### config.mk
export PLATFORM = sky130hd
export DESIGN_NAME = score_controller
export DESIGN_NICKNAME = d
export VERILOG_FILES = /design/src/rtl/score_controller.sv
export SDC_FILE = /design/constraint.sdc
export NUM_CORES = 1
export LEC_CHECK = 0
export CAP_MARGIN = 10
export CORE_ASPECT_RATIO = 1.5
export CORE_MARGIN = 5
export CORE_UTILIZATION = 50
export DETAILED_ROUTE_END_ITERATION = 7
export PLACE_DENSITY = 0.84
export REMOVE_ABC_BUFFERS = 1
export SYNTH_ARGS = -nofsm -noshare
export SYNTH_HDL_FRONTEND = slang
export SYNTH_SLANG_ARGS = --single-unit
### constraint.sdc
create_clock -name clk -period 5.4 [get_ports clk]
set_clock_uncertainty 0.2 [all_clocks]
set_input_delay 1.62 -clock clk [delete_from_list [all_inputs] [get_ports clk]]
set_output_delay 1.62 -clock clk [all_outputs]
set_load 0.005 [all_outputs]
### src/rtl/score_controller.sv
// Pong game-flow sequencer: owns both score counters, sequences
// IDLE -> SERVE_WAIT -> PLAY -> (SERVE_WAIT | GAME_OVER), and gates the ball.
// All outputs are registered; timing inside SERVE_WAIT is counted in frame ticks.
module score_controller #(
    parameter int unsigned WIN_SCORE   = 11,
    parameter int unsigned SERVE_DELAY = 60
) (
    input  logic       clk,
    input  logic       reset,
    input  logic       frame_tick,
    input  logic       start_btn,
    input  logic       miss_left,
    input  logic       miss_right,
    output logic [3:0] counter_left,
    output logic [3:0] counter_right,
    output logic       ball_enable,
    output logic       serve,
    output logic       serve_dir,
    output logic       game_over
);

    localparam int unsigned DW = $clog2(SERVE_DELAY + 1);
    localparam logic [DW-1:0] DELAY_LAST = DW'(SERVE_DELAY - 1);
    localparam logic [3:0]    WIN        = 4'(WIN_SCORE);

    localparam logic [1:0] S_IDLE       = 2'd0;
    localparam logic [1:0] S_SERVE_WAIT = 2'd1;
    localparam logic [1:0] S_PLAY       = 2'd2;
    localparam logic [1:0] S_GAME_OVER  = 2'd3;

    logic [1:0]    r_state;
    logic          r_btn_q;
    logic [DW-1:0] r_delay;
    logic [3:0]    r_left;
    logic [3:0]    r_right;
    logic          r_ball;
    logic          r_serve;
    logic          r_dir;
    logic          r_go;

    logic [1:0]    w_state_nxt;
    logic [DW-1:0] w_delay_nxt;
    logic [3:0]    w_left_nxt;
    logic [3:0]    w_right_nxt;
    logic          w_serve_nxt;
    logic          w_dir_nxt;
    logic          w_ball_nxt;
    logic          w_go_nxt;
    logic          w_start_rise;
    logic [3:0]    w_left_inc;
    logic [3:0]    w_right_inc;

    assign w_start_rise = start_btn & ~r_btn_q;
    assign w_left_inc   = r_left + 4'd1;
    assign w_right_inc  = r_right + 4'd1;

    // State register
    always_ff @(posedge clk or posedge reset) begin
        if (reset) begin
            r_state <= S_IDLE;
        end else begin
            r_state <= w_state_nxt;
        end
    end

    // Next-state, score, delay and output decode
    always_comb begin
        w_state_nxt = r_state;
        w_delay_nxt = r_delay;
        w_left_nxt  = r_left;
        w_right_nxt = r_right;
        w_dir_nxt   = r_dir;
        w_serve_nxt = 1'b0;

        case (r_state)
            S_IDLE, S_GAME_OVER: begin
                if (w_start_rise) begin
                    w_state_nxt = S_SERVE_WAIT;
                    w_left_nxt  = 4'd0;
                    w_right_nxt = 4'd0;
                    w_dir_nxt   = 1'b0;
                    w_delay_nxt = '0;
                end
            end
            S_SERVE_WAIT: begin
                if (frame_tick) begin
                    if (r_delay == DELAY_LAST) begin
                        w_state_nxt = S_PLAY;
                        w_serve_nxt = 1'b1;
                    end else begin
                        w_delay_nxt = r_delay + DW'(1);
                    end
                end
            end
            S_PLAY: begin
                // A coincident frame_tick is dropped: delay restarts from zero.
                if (miss_left && miss_right) begin
                    w_state_nxt = S_SERVE_WAIT;
                    w_delay_nxt = '0;
                end else if (miss_right) begin
                    w_left_nxt  = w_left_inc;
                    w_dir_nxt   = 1'b1;
                    w_delay_nxt = '0;
                    w_state_nxt = (w_left_inc == WIN) ? S_GAME_OVER : S_SERVE_WAIT;
                end else if (miss_left) begin
                    w_right_nxt = w_right_inc;
                    w_dir_nxt   = 1'b0;
                    w_delay_nxt = '0;
                    w_state_nxt = (w_right_inc == WIN) ? S_GAME_OVER : S_SERVE_WAIT;
                end
            end
            default: begin
                w_state_nxt = S_IDLE;
            end
        endcase

        w_ball_nxt = (w_state_nxt == S_PLAY);
        w_go_nxt   = (w_state_nxt == S_GAME_OVER);
    end

    // Datapath and registered outputs
    always_ff @(posedge clk or posedge reset) begin
        if (reset) begin
            r_btn_q <= 1'b0;
            r_delay <= '0;
            r_left  <= 4'd0;
            r_right <= 4'd0;
            r_ball  <= 1'b0;
            r_serve <= 1'b0;
            r_dir   <= 1'b0;
            r_go    <= 1'b0;
        end else begin
            r_btn_q <= start_btn;
            r_delay <= w_delay_nxt;
            r_left  <= w_left_nxt;
            r_right <= w_right_nxt;
            r_ball  <= w_ball_nxt;
            r_serve <= w_serve_nxt;
            r_dir   <= w_dir_nxt;
            r_go    <= w_go_nxt;
        end
    end

    assign counter_left  = r_left;
    assign counter_right = r_right;
    assign ball_enable   = r_ball;
    assign serve         = r_serve;
    assign serve_dir     = r_dir;
    assign game_over     = r_go;

endmodule

==> results of run 1 <==
[sequential cells by signal, summed over array words and instances, names as in the netlist]
name and cells:
r_btn_q 1, counter_left 4, ball_enable 1, r_state 2, serve 1, r_delay 6, counter_right 4, serve_dir 1
game_over 1
[worst max-delay path by stage]
stage          startpoint  depth (start not counted)     endpoint  slack, ps
2_1_floorplan   start_btn                          4  ball_enable       2660
3_3_place_gp    miss_left                          6  ball_enable       1940
3_5_place_dp    miss_left                          6  ball_enable       1870
4_1_cts         miss_left                          6  ball_enable       2200
5_1_grt         miss_left                          6  ball_enable       2110
6_report        miss_left                          6  ball_enable       2180
[synth_stat cells, types with 2 or more instances]
cell and number:
dfrtp_1 21, nand2_1 14, o21ai_1 12, o21ai_0 9, inv_1 8, ha_1 7
a21oi_1 5, nor2_1 5, nand2b_1 4, nand3_1 4, nand4_1 4, nor3_1 3
a21bo_2 2, and2_1 2, buf_2 2, nor2_2 2, nor2b_1 2, o31ai_1 2
xor2_1 2
[layout make-up]
| type | instances | area share |
|---|---|---|
| Clock buffer | 3 | 0.0153 |
| Clock inverter | 1 | 0.00340 |
| Inverter | 8 | 0.0204 |
| Multi-Input combinational cell | 101 | 0.467 |
| Sequential cell | 21 | 0.357 |
| Tap cell | 24 | 0.0204 |
| Timing Repair Buffer | 17 | 0.116 |
[metrics by stage]
step / hold WS (ps) / worst slack, ps
after global routing: 364 / 2110
after global placement: 307 / 1940
final: 332 / 2180
after floorplan: 283 / 2660
after CTS: 345 / 2200
after detailed placement: 318 / 1870
[worst register-to-register path, cell delays in order, from the launching register on]
cell      delay (ps)
dfrtp_1          390
inv_1             80
ha_1             430
and2_1           270
a222oi_1         550
nor3b_1          110
[kinds of logic after synthesis]
group                      count (synthesis)
AOI/OAI and AO/OA                         41
muxes                                      3
buffers and inverters                     10
and+or+nand+nor                           47
adders and majority gates                  7
DFF                                       21
xor gates and xnor gates                   3
[cell usage in the layout, fill, tap and decap left out, types with 3 or more instances in the layout]
cell type        count
a21oi_1              5
clkbuf_4             3
clkdlybuf4s50_1     17
dfrtp_1             21
ha_1                 7
inv_1                8
nand2_1             14
nand2b_1             4
nand3_1              4
nand4_1              4
nor2_1               5
nor3_1               3
o21ai_0              9
o21ai_1             12
[per-layer routing]
metal,wire (um),part of all wire
met5,0,0
met4,19,0.0077
met3,66,0.027
met2,1350,0.55
met1,1020,0.41
[power by group]
group          internal [W]  switching (W)  leakage [nW]
Clock             0.0000276      0.0000465        0.0177
Sequential         0.000167      0.0000101         0.289
Combinational     0.0000536      0.0000775         0.305
Total              0.000248       0.000134         0.611
==> results_dict.tcl, run 1 <==
set metrics [dict create \
    hp-start "counter_right[3]" \
    ys_seq_area_frac 0.420 \
    drc_errors 0 \
    cp_top_family "buffers and inverters" \
    arrival_ps 3190 \
    drv_slew 0 \
    rsz0062_at_grt "false" \
    r2r_slack_ps 3250 \
    ctsResizeCount 0 \
    insertion_delay_ps 300 \
    grt-ovfl-total 0 \
    synth_top_family_by_area "compound AO/OA/AOI/OAI gates" \
    syn_inst 132 \
    core-area_um2 2420 \
    synth_xor_area_frac 0.0210 \
    busiest_layer "met2" \
    htreeDepth 1 \
    vias 1024 \
    fin_util 0.607 \
    crit_required_ps 5370 \
    cts_max_path_buffers 2 \
    cts_setup_buffers 0 \
    crit_path_start_kind "primary input" \
    drt-total-wl_mm 2.45 \
    worst_setup_hold_path_clk_slew_ps 120 \
    muxShareOfSynthArea 0.0290 \
    worst_pin_slew_ps 782 \
    period_needed_ps 3220 \
    holdPathEnd "counter_right[3]" \
    num-nets-final 165 \
    cts-buffers-inserted 3 \
    placed_area_um2 1440 \
    avgSynthCellArea_um2 9.49 \
    nFillCells 213 \
    tns_ps 0 \
    grt_use_met2 0.269 \
    detail-route-antenna-nets 0 \
    antenna_found_initial 0 \
    path_cells "clkdlybuf4s50_1 > inv_1 > a21oi_1 > o21ai_1 > a222oi_1 > nor3b_1" \
    hp-class "reg2reg" \
    synth.area.top_cells "dfrtp_1 42%, ha_1 7.0%, o21ai_1 4.8%, nand2_1 4.2%, o21ai_0 3.6%" \
    path_buf_inv 2 \
    fmax_mhz 310 \
    final_cell_area_um2 1470 \
    clkSinkCount 21 \
    synth_edf_count 0 \
    leakage_nw 0.611 \
    initial_core_util 0.517 \
    root_buffer "clkbuf_4" \
    hold_viol 0 \
    ys_seq_elements 21 \
    io_pins 18 \
    cts_tree "built" \
    synth_compound_area_frac 0.220 \
    hpwl_mm 1.91 \
    critPathMaxStageDelay_ps 580 \
    synthArstFlopShare 1.00 \
    drt_iter0_drc 18 \
    layout-drive-gt1-share 0.113 \
    grt_pass1_vias 1003 \
    die_h_um 71.3 \
    gr-usage-all-layers 0.148 \
    use_met1 0.171 \
    wl_per_cell_um 14.0 \
    synth_cell_types 41 \
    slowest_stage "clkdlybuf4s50_1" \
    whs_path_depth 1 \
    reg2reg_to "ball_enable" \
    synth-simple-area-share 0.209 \
    r2r-start "r_state[0]" \
    min_period_over_period 0.596 \
    slew_headroom 0.478 \
    dp.cells 171 \
    worstSetupEndpointType "register" \
    reg2reg_depth 5 \
    grt_max_degree 22 \
    finalPower_w 0.000382 \
    cap_violations 0 \
    synth-adder-area-share 0.0699 \
    yosys_warnings 0 \
    antenna_cells 0 \
    irDropWorstVdd_mv 0.200 \
    grt_use_met3 0.0291 \
    crit_fanout 6 \
    port_buffers 17 \
    status "finished clean" \
    cts_hold_buf 0 \
    power_density_nw_per_um2 260 \
    ys.flop_type "dfrtp_1" \
    synth.top_cell.area_share 0.420 \
    finalNonFillerCells 175 \
    num_rows 22 \
    grt_pass1_wl_mm 4.29 \
    multi_input_area_um2 687 \
    synth_area_leader_cell "dfrtp_1" \
    critical_path_class "in2reg" \
    vias_per_cell 5.85 \
    syn-cell-area_um2 1250 \
    finalSetupViolCount 0 \
    drt-pass1-iter-count 5 \
    area_delta_synth_final_pct 17.4 \
    register_area_um2 526 \
    place.gp.congestion 0.873 \
    die_w_um 50.9 \
    fp.dieArea_um2 3630 \
]
Note: power is estimated with default switching activity, not from simulation.
==> run 2: changes to the inputs <==
==> constraint.sdc (replaced) <==
create_clock -name clk -period 3 [get_ports clk]
set_clock_uncertainty 0.2 [all_clocks]
set_input_delay 0.9 -clock clk [delete_from_list [all_inputs] [get_ports clk]]
set_output_delay 0.9 -clock clk [all_outputs]
set_load 0.005 [all_outputs]
==> run 2 against run 1 <==
Worst setup slack worse by 1600 ps. Cell count is 0.57% higher. First-iteration DRC count is 39% higher. Cell area rose by 0.51%. Critical endpoint unchanged. Largest power group unchanged. Hold slack hardly changed. Non-clock buffer count is 1 higher. Highest routed layer unchanged.
==> results_dict.tcl, run 2 (synthesis results as in run 1) <==
set metrics [dict create \
    status "finished clean" \
    cts_max_path_buffers 2 \
    slew_headroom 0.704 \
    core-area_um2 2420 \
    final_common_cell "dfrtp_1" \
    worst_setup_hold_path_clk_slew_ps 120 \
    layout-drive-gt1-share 0.118 \
    critical_path_class "in2reg" \
    drv_slew 0 \
    grt_max_degree 22 \
    swShare 0.353 \
    grt_pass1_wl_mm 4.17 \
    num-nets-final 166 \
    drt_iter0_drc 25 \
    area_delta_synth_final_pct 18.0 \
    place.gp.congestion 0.873 \
    cts_tree "built" \
    cts_hold_buf 0 \
    grt_use_met2 0.251 \
    largest_register_ffs 6 \
    grt_pass1_vias 994 \
    htreeDepth 1 \
    comb_power_share 0.342 \
    wl_per_cell_um 14.0 \
    tns_ps 0 \
    seqPwrFrac 0.462 \
    crit_fanout 6 \
    worst_pin_slew_ps 444 \
    nFillCells 216 \
    cts_setup_buffers 0 \
    crit_path_start_kind "primary input" \
    cts-buffers-inserted 3 \
    preCtsSetupSlack_ps 235 \
    root_buffer "clkbuf_4" \
    detail-route-antenna-nets 0 \
    num_rows 22 \
    initial_core_util 0.517 \
    min_period_over_period 0.812 \
    busiest_layer "met2" \
    vias 1024 \
    antenna_cells 0 \
    hp-class "reg2reg" \
    power_density_nw_per_um2 468 \
    hold_slack_ps 332 \
    antenna_found_initial 0 \
    die_h_um 71.3 \
    arrival_ps 2420 \
    ctsResizeCount 0 \
    internal-power_w 0.000448 \
    hold_viol 0 \
    io_pins 18 \
    top_register "r_delay" \
    vias_per_cell 5.82 \
    fp.dieArea_um2 3630 \
    leakage_nw 0.616 \
    final_cell_mix "21 x dfrtp_1, 17 x clkdlybuf4s50_1, 14 x nand2_1" \
    use_met1 0.169 \
    fmax_mhz 411 \
    setup_slack_ps 565 \
    period_needed_ps 2440 \
    port_buffers 17 \
    grt_use_met3 0.0291 \
    insertion_delay_ps 310 \
    drt-total-wl_mm 2.46 \
    clkSinkCount 21 \
    gr-usage-all-layers 0.146 \
    drt-pass1-iter-count 5 \
    hpwl_mm 1.96 \
    worstSetupEndpointType "register" \
    drc_errors 0 \
    irDropWorstVdd_mv 0.347 \
    switching_power_w 0.000244 \
    cap_violations 0 \
    clkPwrFrac 0.196 \
    rsz0062_at_grt "false" \
    grt-ovfl-total 0 \
    die_w_um 50.9 \
    crit_required_ps 2980 \
    finalSetupViolCount 0 \
]
## run 2: cell types whose count changed in the layout (fill, tap and decap cells not counted)
cell and change:
buf_4 +1
## run 2: critical path: stages
cell and delay (ps):
clkdlybuf4s50_1 570, inv_1 150, a21oi_1 150, o21ai_1 100
a222oi_1 450, nor3b_1 100
## run 2: power groups by stage
stage / logic [W] / clock network, W / registers (W)
2_1_floorplan: 0.000187 / 0 / 0.000319
3_3_place_gp: 0.000228 / 0 / 0.000322
3_5_place_dp: 0.000237 / 0 / 0.000325
4_1_cts: 0.000239 / 0.000143 / 0.000319
5_1_grt: 0.000265 / 0.000153 / 0.000321
6_report: 0.000237 / 0.000136 / 0.000320
## run 2: worst paths after layout
kind                                       from         endpoint  slack (ps)  depth (start not counted)
worst max-delay path                  miss_left      ball_enable         560                          6
worst min-delay path            counter_left[3]  counter_left[3]         330                          1
worst max register to register       r_state[0]      ball_enable         880                          5
worst min register to register  counter_left[3]  counter_left[3]         330                          1
max in group asynchronous                 reset       r_state[1]        1670                          3
min in group asynchronous                 reset       r_delay[1]         710                          3
## run 2: stage by stage
step | instances | total power [W] | cell area, um^2 | utilization
floorplan | 130 | 0.000506 | 1240 | -
global placement | 172 | 0.000550 | 1450 | 0.599
detailed placement | 172 | 0.000562 | 1450 | 0.599
CTS | 176 | 0.000701 | 1480 | 0.610
global route | 176 | 0.000739 | 1480 | 0.610
finish | 176 | 0.000692 | 1480 | 0.610
## run 2: cell type report
cell class | instances | area (um^2) | share of cell area
Clock buffer | 3 | 22.5 | 0.0152
Clock inverter | 1 | 5.00 | 0.00339
Inverter | 8 | 30.0 | 0.0203
Multi-Input combinational cell | 101 | 687 | 0.465
Sequential cell | 21 | 526 | 0.356
Tap cell | 24 | 30.0 | 0.0203
Timing Repair Buffer | 18 | 178 | 0.120
## run 2: layer usage
layer | part of all wire | vias to the layer above
met5 | 0 | -
met4 | 0.015 | 0
met3 | 0.024 | 5
met2 | 0.55 | 11
met1 | 0.41 | 494
li1 | - | 514
